<file path="config.mk">
export PLATFORM = sky130hd
export DESIGN_NAME = clk_div_ctrl
export DESIGN_NICKNAME = d
export VERILOG_FILES = /design/src/rtl/clk_div_ctrl.sv
export SDC_FILE = /design/constraint.sdc
export NUM_CORES = 1
export LEC_CHECK = 0
export CAP_MARGIN = 25
export CORE_ASPECT_RATIO = 0.5
export CORE_MARGIN = 2
export CORE_UTILIZATION = 55
export DETAILED_ROUTE_END_ITERATION = 10
export GPL_TIMING_DRIVEN = 0
export PLACE_DENSITY = 0.8
export SLEW_MARGIN = 20
export SYNTH_ARGS = -nofsm -noshare
export SYNTH_HDL_FRONTEND = slang
export SYNTH_SLANG_ARGS = --single-unit
</file>
<file path="constraint.sdc">
create_clock -name clk -period 3.9 [get_ports clk]
set_input_delay 0.39 -clock clk [delete_from_list [all_inputs] [get_ports clk]]
set_output_delay 0.39 -clock clk [all_outputs]
set_load 0.005 [all_outputs]
</file>
<file path="src/rtl/clk_div_ctrl.sv">
// Programmable clock-divider controller: gated clk_out with start/stop, run length and graceful stop.
// Optional macro CLK_DIV_CTRL_DYN_DIV_EN reloads the divisor at every falling edge of clk_out.
module clk_div_ctrl #(
  parameter int DIV_W = 8,
  parameter int CNT_W = 16
) (
  input  logic             clk,
  input  logic             rst_n,
  input  logic             start,
  input  logic             stop,
  input  logic [DIV_W-1:0] div,
  input  logic [CNT_W-1:0] num_periods,
  output logic             clk_out,
  output logic             tick,
  output logic             busy,
  output logic             done,
  output logic [CNT_W-1:0] periods_done
);

  localparam logic [1:0] IDLE  = 2'd0;
  localparam logic [1:0] RUN   = 2'd1;
  localparam logic [1:0] DRAIN = 2'd2;

  logic [1:0]       state;
  logic [DIV_W-1:0] div_q;
  logic [DIV_W-1:0] phase_cnt;
  logic [DIV_W-1:0] div_eff;
  logic [CNT_W-1:0] num_q;
  logic [CNT_W-1:0] pd_next;
  logic             stop_pend;
  logic             phase_end;

  assign div_eff   = (div == '0) ? DIV_W'(1) : div;
  assign phase_end = (phase_cnt == div_q - DIV_W'(1));
  assign pd_next   = periods_done + CNT_W'(1);

  always_ff @(posedge clk or negedge rst_n) begin
    if (!rst_n) begin
      state        <= IDLE;
      div_q        <= '0;
      num_q        <= '0;
      phase_cnt    <= '0;
      stop_pend    <= 1'b0;
      clk_out      <= 1'b0;
      tick         <= 1'b0;
      busy         <= 1'b0;
      done         <= 1'b0;
      periods_done <= '0;
    end else begin
      tick <= 1'b0;
      done <= 1'b0;
      case (state)
        IDLE: begin
          clk_out <= 1'b0;
          if (start) begin
            div_q        <= div_eff;
            num_q        <= num_periods;
            periods_done <= '0;
            phase_cnt    <= '0;
            stop_pend    <= 1'b0;
            clk_out      <= 1'b1;
            tick         <= 1'b1;
            busy         <= 1'b1;
            state        <= RUN;
          end
        end
        RUN: begin
          if (stop && !clk_out && phase_end) begin
            // Stop on the last low cycle: that low phase is already full length.
            state     <= IDLE;
            busy      <= 1'b0;
            done      <= 1'b1;
            phase_cnt <= '0;
          end else if (phase_end) begin
            phase_cnt <= '0;
            clk_out   <= ~clk_out;
            if (!clk_out) begin
              tick <= 1'b1;
            end else begin
              periods_done <= pd_next;
              if (stop_pend || stop || (num_q != '0 && pd_next == num_q))
                state <= DRAIN;
`ifdef CLK_DIV_CTRL_DYN_DIV_EN
              div_q <= div_eff;
`endif
            end
          end else begin
            phase_cnt <= phase_cnt + DIV_W'(1);
            if (stop) begin
              if (clk_out) stop_pend <= 1'b1;
              else         state     <= DRAIN;
            end
          end
        end
        DRAIN: begin
          if (phase_end) begin
            state     <= IDLE;
            busy      <= 1'b0;
            done      <= 1'b1;
            phase_cnt <= '0;
          end else begin
            phase_cnt <= phase_cnt + DIV_W'(1);
          end
        end
        default: state <= IDLE;
      endcase
    end
  end

endmodule

</file>
==> summary.txt <==
Routing
  – Iter 0 DRT Violations: roughly 170
  – Final wirelength: ~8.0 mm
  – Post-route ant nets: 0
  – Pre-antenna DRT Iters: 4
  – Vias: roughly 2.8k
  – Via density: between 5 and 6
  – DRC Markers: 0
  – Wire per inst: roughly 16 um

Worst setup path
  – WP data required: 4080 ps
  – R2r worst-path depth: 10
  – Worst reg2reg startpoint: div_q[0]
  – CP startpoint kind: flip-flop
  – Worst R2R Setup Slack: 410 ps
  – Worst Path Arrival: roughly 3700 ps
  – Worst-path fanout max: 4
  – CP endpoint kind: flip-flop
  – Reg2reg end: state[1]
  – CP Class: reg -> reg

Global route
  – Initial antenna violation count: 0
  – GR Overflow Total: 0
  – First-pass GRT wire length: roughly 13 mm
  – Vias in the first global route: between 2k and 3k
  – Largest net degree at the start of global routing: 56
  – Tot GR Track Use: about 25%

Clocking
  – Cts repair resizes: 0
  – Root Buffer: clkbuf_16
  – CTS buffer count: 5
  – Post-CTS setup buffers: 0
  – CTS Buffer Depth: 2
  – Cts-stage hold buffer count: 0
  – Clk sink count: 55
  – H-Tree Level Count: 2
  – Clock Latency Late Sink: roughly 300 ps
  – Register clock-pin slew on the reported worst setup and hold paths: 70 ps
  – TritonCTS clock tree: done

Logic synthesis
  – Yosys top cell by area: dfrtp_1
  – Syn_area_per_cell: slightly below 10 um2
  – Share of synthesized registers carrying an async set or reset: 100%
  – Seq/Total Area, Yosys: between 40% and 50%
  – YS warnings: 0
  – EDFF count, synth: 0
  – Ys flop type: dfrtp_1
  – Synth Register Bits: 55
  – Post-Syn Instances: 344
  – Synthesized area: around 0.0034 mm2
  – Synth top area share: 40.4%
  – Distinct cells, synth: slightly below 60
  – Synth area leaders: dfrtp_1 40%, mux2_2 7.6%, xnor2_1 4.6%
  – Syn_nets: roughly 380

Timing
  – Fin. Hold Viols: 0
  – Setup TNS: 0 ps
  – RSZ-0062 raised after global routing: false
  – Fin crit share: between 80% and 90%
  – Final setup vio count: 0
  – Relative slew slack: a little over half
  – Fmax: 0.287 GHz
  – Tightest Pin Transition: between 700 and 800 ps
  – Post-layout min period: 3490 ps
  – Clock skew: about 6.1 ps
  – Final Max Tran Viols: 0

Final layout
  – Final net count: between 400 and 500
  – Share of cells above drive strength 1: 14.0%
  – Most frequent cells in the layout: 55 x dfrtp_1, 46 x clkdlybuf4s50_1, 30 x nand2_1, 27 x o21ai_0, 23 x mux2_2
  – Number of antenna diodes: 0
  – Util after Layout: around 70%
  – Commonest non-fill, non-tap cell in the layout: dfrtp_1
  – P&R area growth vs syn: 22.0%

Power and ir drop
  – Seq pwr share: 36.7%
  – Clock network power share: a little over 20%
  – Switching pwr: between 0.0009 and 0.001 W
  – Internal power: between 0.0015 and 0.002 W
  – Leakage: 1.75 nW
  – Combinational power share: between 40 and 50%
  – Maximum VDD drop: between 300 and 400 uV
  – Sw Share: 38.4%
  – PwrDens: just over 600 mW/mm2

Die
  – DIE HEIGHT: a little under 60 um
  – Rows: 20
  – # IOs: 48
  – Initial Util: 56.6%
  – Core box area: between 0.006 and 0.007 mm2
  – Die footprint: around 0.007 mm2
  – Die width: 115 um

Placement
  – GPL Wtd Cong: 0.852
  – Port bufs: 47
  – Dpl hpwl: about 6 mm

Run
  – Max Cap Violations: 0

Worst hold path
  – Hold WC Path Type: in -> async

Status
  – Status: finished, final reports clean
==> worst max-delay path by stage <==
stage                     slack, ps       end             from  depth (start not counted)
after floorplan                 940  state[1]         div_q[0]                         11
after global placement          590  state[1]         div_q[0]                         10
after detailed placement        560  state[1]  periods_done[0]                          9
after CTS                       510  state[1]         div_q[0]                         10
after global routing            310  state[1]         div_q[0]                         10
final                           410  state[1]         div_q[0]                         10
==> worst max-delay path, cell delays in order (launching register included) <==
cell	delay, ps
dfrtp_1	430
inv_1	90
ha_1	190
or3b_1	410
or4_4	450
a2111oi_4	380
nand3_1	210
nor4b_1	480
o31a_1	340
nor3_2	80
mux2_4	310
==> cell usage after synthesis, drive strengths merged (2+ instances only) <==
master,n
a2111oi,2
a21o,9
a21oi,7
a22o,11
a31oi,2
and2,2
and3,7
and4,2
buf,10
clkbuf,8
dfrtp,55
ha,7
inv,8
mux2,24
nand2,30
nand2b,9
nand3,11
nand3b,2
nand4,7
nor2,8
nor2b,5
nor3,12
nor3b,4
nor4,8
nor4b,2
o21ai,29
o22ai,3
o31ai,3
o32a,2
or2,2
or3,5
or3b,2
or4,4
xnor2,18
xor2,11
==> power groups by stage <==
stage / clock [W] / sequential (W) / combinational [W]
2_1_floorplan: 0 / 0.000898 / 0.000822
3_3_place_gp: 0 / 0.000947 / 0.00105
3_5_place_dp: 0 / 0.000955 / 0.00110
4_1_cts: 0.000535 / 0.000946 / 0.00111
5_1_grt: 0.000560 / 0.000980 / 0.00121
6_report: 0.000528 / 0.000950 / 0.00111
==> state kept, by name, indices dropped and copies added (netlist names), 2 cells and up <==
name	count
num_q	16
state	2
div_q	8
periods_done	16
phase_cnt	8
==> area by class of cell <==
class                   count  area (um2)
inverters                   8        30.0
fillers                   454        1870
clock buffers               6         139
well taps                  88         110
plain buffers              18        91.3
flip-flops and latches     55        1380
clock inverters             2        35.0
multi-input cells         263        1910
repair buffers             47         468
==> metal layers <==
metal | track usage, % | vias up | share of wire [%]
li1 | - | 1369 | -
met2 | 42.6 | 59 | 49
met4 | 7.57 | 0 | 1.6
met5 | 0 | - | 0
met1 | 32.1 | 1402 | 45
met3 | 4.46 | 13 | 4.4
==> metrics by stage <==
stage | setup slack (ps) | hold slack, ps | area [um2] | cells | total power (W)
global route | 311 | 193 | 4160 | 487 | 0.00275
global placement | 590 | 467 | 3990 | 479 | 0.00200
CTS | 507 | 166 | 4160 | 487 | 0.00259
floorplan | 942 | 94.4 | 3410 | 344 | 0.00172
finish | 411 | 133 | 4160 | 487 | 0.00259
detailed placement | 555 | 480 | 3990 | 479 | 0.00205
==> cells by family after synthesis <==
group           Yosys count  synth area share, %
mux                      24                 8.03
buf+inv                  26                 3.56
simple gates            126                 22.4
xor+xnor                 29                 7.45
fa+ha+maj                 7                 2.57
flops                    55                 40.4
compound gates           77                 15.7
No activity file was read; power rests on OpenSTA's default activity.
